[config.mk]
export PLATFORM = sky130hd
export DESIGN_NAME = alu_arbiter
export DESIGN_NICKNAME = d
export VERILOG_FILES = /design/src/rtl/alu_pkg.sv /design/src/rtl/rr_arbiter.sv /design/src/rtl/alu_arbiter.sv
export SDC_FILE = /design/constraint.sdc
export NUM_CORES = 1
export LEC_CHECK = 0
export CAP_MARGIN = 20
export CORE_AREA = 3 3 117 119
export CTS_CLUSTER_SIZE = 16
export DETAILED_ROUTE_END_ITERATION = 6
export DIE_AREA = 0 0 120 122
export GPL_TIMING_DRIVEN = 0
export PLACE_DENSITY = 0.87
export SLEW_MARGIN = 30
export SYNTH_ARGS = -nofsm -noshare
export SYNTH_HDL_FRONTEND = slang
export SYNTH_HIERARCHICAL = 1
export SYNTH_SLANG_ARGS = --single-unit
[constraint.sdc]
create_clock -name clk -period 3 [get_ports clk]
set_clock_uncertainty 0.2 [all_clocks]
set_input_delay 0.3 -clock clk [delete_from_list [all_inputs] [get_ports clk]]
set_output_delay 0.3 -clock clk [all_outputs]
set_load 0.01 [all_outputs]
[src/rtl/alu_pkg.sv]
// Shared ALU definitions: opcode encoding, legal-opcode limit and the
// arbiter FSM state type.
package alu_pkg;

  localparam int OP_W         = 4;
  localparam int OP_LEGAL_MAX = 5;

  typedef enum logic [OP_W-1:0] {
    OP_ADD = 4'd0,
    OP_SUB = 4'd1,
    OP_AND = 4'd2,
    OP_OR  = 4'd3,
    OP_XOR = 4'd4,
    OP_SLT = 4'd5
  } alu_op_e;

  typedef enum logic [1:0] {
    ST_IDLE = 2'd0,
    ST_EXEC = 2'd1,
    ST_RESP = 2'd2
  } arb_state_e;

  function automatic logic op_legal(input int unsigned op);
    return op <= OP_LEGAL_MAX;
  endfunction

endpackage

[src/rtl/rr_arbiter.sv]
// Round-robin arbiter: picks the first asserted request at or after ptr,
// wrapping, and returns it as a one-hot grant plus its index.
module rr_arbiter #(
  parameter  int N     = 2,
  localparam int IDX_W = (N > 1) ? $clog2(N) : 1
) (
  input  logic [N-1:0]     req,
  input  logic [IDX_W-1:0] ptr,
  output logic [N-1:0]     grant,
  output logic [IDX_W-1:0] idx,
  output logic             any
);

  int j;

  always_comb begin
    grant = '0;
    idx   = '0;
    any   = 1'b0;
    j     = 0;
    for (int k = 0; k < N; k++) begin
      j = int'(ptr) + k;
      if (j >= N) j = j - N;
      if (!any && req[j]) begin
        any      = 1'b1;
        grant[j] = 1'b1;
        idx      = IDX_W'(j);
      end
    end
  end

endmodule

[src/rtl/alu_arbiter.sv]
// Shares one combinational ALU between NUM_REQ requesters: round-robin grant,
// registered ALU inputs, captured result returned on a per-requester handshake.
module alu_arbiter #(
  parameter int NUM_REQ = 2,
  parameter int DATA_W  = 32,
  parameter int OP_W    = alu_pkg::OP_W
) (
  input  logic                      clk,
  input  logic                      rst_n,
  input  logic [NUM_REQ-1:0]        req_valid,
  output logic [NUM_REQ-1:0]        req_ready,
  input  logic [NUM_REQ*OP_W-1:0]   req_op,
  input  logic [NUM_REQ*DATA_W-1:0] req_a,
  input  logic [NUM_REQ*DATA_W-1:0] req_b,
  output logic [NUM_REQ-1:0]        rsp_valid,
  input  logic [NUM_REQ-1:0]        rsp_ready,
  output logic [DATA_W-1:0]         rsp_data,
  output logic                      rsp_err,
  output logic [DATA_W-1:0]         alu_operand1,
  output logic [DATA_W-1:0]         alu_operand2,
  output logic [OP_W-1:0]           alu_control,
  input  logic [DATA_W-1:0]         alu_result,
  output logic                      busy
);
  import alu_pkg::*;

  localparam int IDX_W = $clog2(NUM_REQ);

  arb_state_e         state, state_d;
  logic [IDX_W-1:0]   rr_ptr, gnt_idx;
  logic [NUM_REQ-1:0] gnt_q;
  logic               illegal_q;
  logic [NUM_REQ-1:0] arb_grant;
  logic [IDX_W-1:0]   arb_idx;
  logic               arb_any;
  logic [OP_W-1:0]    sel_op;
  logic [DATA_W-1:0]  sel_a, sel_b;
  logic               accept, rsp_hs;

  rr_arbiter #(.N(NUM_REQ)) u_rr (
    .req   (req_valid),
    .ptr   (rr_ptr),
    .grant (arb_grant),
    .idx   (arb_idx),
    .any   (arb_any)
  );

  always_comb begin
    sel_op = '0;
    sel_a  = '0;
    sel_b  = '0;
    for (int i = 0; i < NUM_REQ; i++) begin
      if (arb_grant[i]) begin
        sel_op = req_op[i*OP_W +: OP_W];
        sel_a  = req_a[i*DATA_W +: DATA_W];
        sel_b  = req_b[i*DATA_W +: DATA_W];
      end
    end
  end

  always_ff @(posedge clk or negedge rst_n) begin
    if (!rst_n) state <= ST_IDLE;
    else        state <= state_d;
  end

  always_comb begin
    state_d = state;
    accept  = 1'b0;
    rsp_hs  = 1'b0;
    case (state)
      ST_IDLE: if (arb_any) begin
        accept  = 1'b1;
        state_d = ST_EXEC;
      end
      ST_EXEC: state_d = ST_RESP;
      // only the granted requester's rsp_ready can complete the response
      ST_RESP: if (|(rsp_ready & gnt_q)) begin
        rsp_hs  = 1'b1;
        state_d = ST_IDLE;
      end
      default: state_d = ST_IDLE;
    endcase
  end

  always_ff @(posedge clk or negedge rst_n) begin
    if (!rst_n) begin
      rr_ptr       <= '0;
      gnt_idx      <= '0;
      gnt_q        <= '0;
      illegal_q    <= 1'b0;
      alu_operand1 <= '0;
      alu_operand2 <= '0;
      alu_control  <= '0;
      rsp_data     <= '0;
      rsp_err      <= 1'b0;
    end else begin
      if (accept) begin
        gnt_idx   <= arb_idx;
        gnt_q     <= arb_grant;
        illegal_q <= !op_legal(32'(sel_op));
        // an illegal opcode leaves the ALU inputs at their previous values
        if (op_legal(32'(sel_op))) begin
          alu_operand1 <= sel_a;
          alu_operand2 <= sel_b;
          alu_control  <= sel_op;
        end
      end
      if (state == ST_EXEC) begin
        rsp_data <= illegal_q ? '0 : alu_result;
        rsp_err  <= illegal_q;
      end
      if (rsp_hs)
        rr_ptr <= (gnt_idx == IDX_W'(NUM_REQ-1)) ? '0 : gnt_idx + IDX_W'(1);
    end
  end

  // rst_n gate keeps req_ready low while reset is held with requests pending
  assign req_ready = (state == ST_IDLE && rst_n) ? arb_grant : '0;
  assign rsp_valid = (state == ST_RESP) ? gnt_q : '0;
  assign busy      = (state != ST_IDLE);

endmodule

Word level (Yosys, flattened, before mapping)
Index checks and enable logic that the tools add are counted.

Register bits: 108. Input port bits: 174. Output and inout bits: 106. Word-level logic and storage cells: 73.

$add $sub $neg: 4. $lt $le $gt $ge: 7. Equal/unequal tests: 4. Multiplexer cells: 35. Bitwise logic cells: 2. Reductions and logical operators: 11.

Operators by type and width (number): $mux 32 (7); $ge 32x1->1 const B (2); $lt 32x3->1 const B (2); $ge 32x3->1 const B (1); $sub 32x3->32 const B (1); $mux 1 (17); $mux 2 (6); $mux 4 (2); $pmux 2 s3 (1); $le 4x3->1 const B (1); $logic_and 1x1->1 (4); $ne 2x2->1 const B (2); $reduce_and 2->1 (2); $sub 1x2->3 const B (1); $add 1x1->2 const B (1); $and 2x2->2 (1); $demux 1 s1 (2); $eq 2x1->1 const B (1); $eq 2x2->1 const B (1); $ge 1x2->1 const B (1); $logic_not 1->1 (2); $logic_not 2->1 (1); $or 2x2->2 (1); $reduce_bool 2->1 (1); other kinds (2) (2).

Logic depth before layout (Yosys ltp)
Word-level depth: 13. Depth in mapped cells: 8. Gate-level depth less buffers: 6.

Modules after synthesis
Netlist, hierarchy kept.

By module, submodules not included: alu_arbiter (instances 1, cells each 408, area an instance 4788.3 um2); rr_arbiter (instances 1, cells each 5, area an instance 32.5 um2).

Least setup slack after synthesis
OpenSTA, ideal clock, no wires.

Path type: reg2reg. From: register state[1]. To: register alu_operand1[0]. Arrival time: 2.042 ns. Slack: 0.630 ns. Cell stages (with the launch flop): 7. Clock period less this slack: 2.370 ns. Path through: dfrtp_1 -> or3b_1 -> a221o_1 -> a311oi_2 -> buf_4 -> buf_6 -> mux2_1.

Longest elaborated chain between the ends: 3.

RTL lines: start: declaration (RTL line alu_arbiter.sv:29) `arb_state_e state, state_d;`; start signal: assignment (RTL line alu_arbiter.sv:63) `else state <= state_d;`; $logic_not 2->1 (RTL line alu_arbiter.sv:70) `case (state)`; $mux 1 (RTL line alu_arbiter.sv:70); $reduce_and 2->1 (no line); end signal: assignment (RTL line alu_arbiter.sv:103) `alu_operand1 <= sel_a;`; end: declaration (RTL line alu_arbiter.sv:19) `output logic [DATA_W-1:0] alu_operand1,`.

Every way passes these cells. A chain may end at the register's enable or synchronous reset.

Final worst setup path
From: input port req_valid[1]. To: output port req_ready[1].

Longest elaborated chain between the ends: 8.

RTL lines: start: declaration (RTL line alu_arbiter.sv:10) `input logic [NUM_REQ-1:0] req_valid,`; $mux 1 (implied by the code) (3 in series) (RTL line rr_arbiter.sv:24) `if (!any && req[j]) begin`; $mux 1 (RTL line rr_arbiter.sv:24); $logic_not 1->1 (RTL line rr_arbiter.sv:24); $logic_and 1x1->1 (RTL line rr_arbiter.sv:24); $mux 2 * (RTL line rr_arbiter.sv:24); via arb_grant[1] (RTL line alu_arbiter.sv:33) `logic [NUM_REQ-1:0] arb_grant;`; $mux 2 * (RTL line alu_arbiter.sv:118) `assign req_ready = (state == ST_IDLE && rst_n) ? arb_grant : '0;`; end: declaration (RTL line alu_arbiter.sv:11) `output logic [NUM_REQ-1:0] req_ready,`.

Mark *: on every way through the listed nets, which the timed path passes. The rest lies on a longest branch. The select of a mux whose other input is x is not followed.

==> run summary <==
The run gives 25,600 um as the first-pass GRT wire length. The logs give 0 for the final-report setup violation count and 1940 um^2 for the multi-input combinational cell area. For this design, the slowest cell found on the critical path is sky130_fd_sc_hd__clkdlybuf4s50_1.

The routability congestion estimate was 0.803. The run gives 0 as the number of post-CTS setup repair buffers. In this run the number of H-tree levels came out at 3. Most used cell along the critical path: sky130_fd_sc_hd__clkdlybuf4s50_1. Cells with a size suffix above 1 make up 3.66% of the layout. The total routing usage reported by global routing came out at 22.4%.

The first-iteration detailed-routing DRC count came out at 268. The reg-to-reg critical path startpoint was state[1]. Source-to-sink clock delay at the later pin of the worst-skew pair: 0.34 ns.

For the net count reported at finish, the log shows 879. TritonCTS built the clock tree. The worst register-to-register path has a depth of 6. Summed over its instances, the top area cell type makes up 56.1% of the synthesized netlist area. The tools report the max capacitance violation total as 0. The critical path goes through clkdlybuf4s50_1, a21boi_1, buf_4, clkbuf_2, and3_1, clkdlybuf4s50_1.

The floorplan step set the die height to 122 um. The worst hold path belongs to the class in -> async. Detailed placement ended at an HPWL of 13,300 um. Clock-pin slew was measured on the worst setup and hold paths at 0.07 ns.

The core region is 12,700 um^2. The area of the die was 14,600 um^2. The routed wirelength normalized by instance count was 19.0 um; the part of the cycle the worst path needs was 96.1%.

The count of warnings emitted by yosys is 6. CTS placed an instance of sky130_fd_sc_hd__clkbuf_16 at the clock tree root. In this design, the stage delay of the slowest critical-path cell is 0.55 ns. Summed over all layers, the routed wires come to 16,700 um.

The via count of the first global-routing pass came out at 4,947. In the synthesized netlist, the number of instances is 413. Counting the fill cells in the layout gives 995. For this design, the sink count on the clock tree is 108.

In the post-synthesis netlist, the biggest area contributors are sky130_fd_sc_hd__dfrtp_1 56%, sky130_fd_sc_hd__mux2_1 15%, sky130_fd_sc_hd__a22o_1 12%. The placement row count is 41. The worst path needs 2.88 ns of the cycle, external delays included.

The run gives 65 as the maximum number of pins on one net before global-route repair. The most used flip-flop cell after synthesis is sky130_fd_sc_hd__dfrtp_1. The count of buffers added on input and output ports is 279. The I/O pin count is 280, and the total via count after detailed routing is 4,495. Of all nets on the critical path, the largest fanout is 10.

For this run the aggregate overflow at the end of global routing stands at 0. STA puts the critical path data arrival time at 2.38 ns. Count of antenna-violating nets left after detailed routing: 0. Across the VDD grid, the largest voltage drop is 387 uV. The average footprint of a synthesized cell is 11.7 um^2, and the number of DRC violations after detailed routing is 0. The number of endpoints with negative hold slack in the final report is 0, and the register-to-register setup slack is 0.30 ns. Sequential elements use 56.1% of the synthesized area.

After detailed routing, the number of vias per cell comes to 5.10. Across the whole layout, storage elements account for 2700 um^2. Once the floorplan was initialized, standard cells occupied 38.0% of the core. Share of flip-flops with an asynchronous set or reset after synthesis: 100%.

Relative slew slack: 61.8%. Total power for the finished layout comes to 6.99 mW. The run gives 2.50 ns as the endpoint required time on the critical path.

The layout-stage area growth over the synthesis result works out to 69.2%. The first TritonRoute pass finished after 4 iterations. Yosys instantiated no cell more often than sky130_fd_sc_hd__dfrtp_1. For the pin with the worst max-slew slack, the measured transition is 0.572 ns.

The endpoint identified for the worst register-to-register timing path is alu_operand1[15]. In this run the horizontal extent of the chip is 120 um. The tools report the standard cell area after detailed placement as 7860 um^2. The critical path in this run is classified as in -> out. In this run, synthesis produced a sequential element count of 108. The finished cells cover 8160 um^2. The largest buffer count on any clock path was 2.

The synthesized design spends more area on one cell type than any other, namely sky130_fd_sc_hd__dfrtp_1. Setup repair after global routing left no endpoint under its margin. In this run, synthesis inferred 0 flip-flops with an integrated enable.

The initial antenna violation count is 0, and the count of final max-slew check failures is 0. When the netlist entered floorplanning its net count stood at 587. The worst setup path is launched from an input pin. The flow ran to the end, and the final reports show no timing, DRC or antenna violations. The tools report the number of unique standard cell types used by synthesis as 28. Ranked by instance count, the synthesized netlist is headed by 108 x sky130_fd_sc_hd__dfrtp_1, 72 x sky130_fd_sc_hd__nand2_1, 65 x sky130_fd_sc_hd__mux2_1. Setup total negative slack: 0 ns. The power per cell area is 857 nW/um^2, and the achievable frequency is 347 MHz. The cell area that synthesis handed to floorplanning was 4820 um^2. The total clock buffers created by CTS is 9.

0 antenna diodes ended up in the layout. STA classifies the critical path endpoint as an output pin. The leakage power was 3.53 nW.
==> critical path, delay by kind of cell <==
family	cells	cell delay, ns
AOI/OAI and AO/OA	1	0.31
and+or+nand+nor	1	0.18
buffers and inverters	4	1.59
==> metrics by stage <==
step           setup slack, ns  hold slack (ns)  std cells  utilization [%]
5_1_grt                 0.0139            0.299        882             64.4
6_report                 0.118            0.257        882             64.4
3_3_place_gp             -2.84            0.242        864             61.8
3_5_place_dp            -0.477           0.0651        865             62.0
4_1_cts                 0.0460            0.262        882             64.4
2_1_floorplan            0.630           -0.196        413                -
==> flip-flops by register name, indices dropped and copies added, names as in the netlist <==
| signal | flops |
|---|---|
| alu_operand1 | 32 |
| alu_operand2 | 32 |
| rsp_data | 32 |
| alu_control | 4 |
| gnt_q | 2 |
| state | 2 |
| gnt_idx | 1 |
| illegal_q | 1 |
| rr_ptr | 1 |
| rsp_err | 1 |
==> logic make-up after synthesis <==
family / share of synthesized area, %
AO/OA/AOI/OAI: 17.7
flip-flops: 56.1
AND/OR/NAND/NOR: 7.16
multiplexers: 15.4
buffers and inverters: 3.66
==> power breakdown <==
part,total [mW],switching (mW),internal (mW)
clock,1.17,0.518,0.647
sequential,2.45,0.357,2.09
combinational,3.37,1.53,1.84
total,6.99,2.41,4.58
==> cell usage in the layout, fill, tap and decap left out, drive strengths merged <==
cell type and count:
a21oi 2, inv 6, a221o 1, o21a 1, a22o 64, a21boi 3, a22oi 1, nor3b 1
dfrtp 108, a211o 1, clkinvlp 2, mux2 66, or3b 1, clkinv 2, and3 2, clkbuf 36
dlygate4sd3 1, or2 1, nor2 4, nor2b 2, bufinv 1, nand2 72, o31ai 1, a311oi 1
nand2b 2, a221oi 1, clkdlybuf4s50 278, o21ai 39, buf 10
==> what timing repair did <==
item                                    4_1_cts  5_1_grt
resized for setup                             4        2
pin swaps                                     0        0
endpoints found under the setup margin        1       13
hold buffers                                  1        0
endpoints found under the hold margin        44        0
==> worst max path at each step <==
stage,from,to,slack [ns]
6_report,req_valid[1],req_ready[1],0.12
5_1_grt,req_valid[0],alu_operand2[24],0.01
4_1_cts,req_valid[0],alu_operand2[17],0.05
3_5_place_dp,req_valid[1],req_ready[1],-0.48
3_3_place_gp,rst_n,req_ready[0],-2.84
2_1_floorplan,state[1],alu_operand1[0],0.63
==> metal layers <==
layer	GRT usage, %	up-vias	part of all wire [%]
met4	8.73	0	2.0
met3	6.82	22	8.4
met1	23.1	2180	36
li1	-	2067	-
met2	42.4	226	53
met5	0	-	0
==> layout make-up <==
cell class	instances	area share, %
Timing Repair Buffer	281	34.7
Sequential cell	108	33.1
Multi-Input combinational cell	266	23.8
Clock buffer	12	2.90
Tap cell	172	2.64
Buffer	32	1.90
Clock inverter	4	0.613
Inverter	7	0.322
Note: power is estimated with default switching activity, not from simulation.
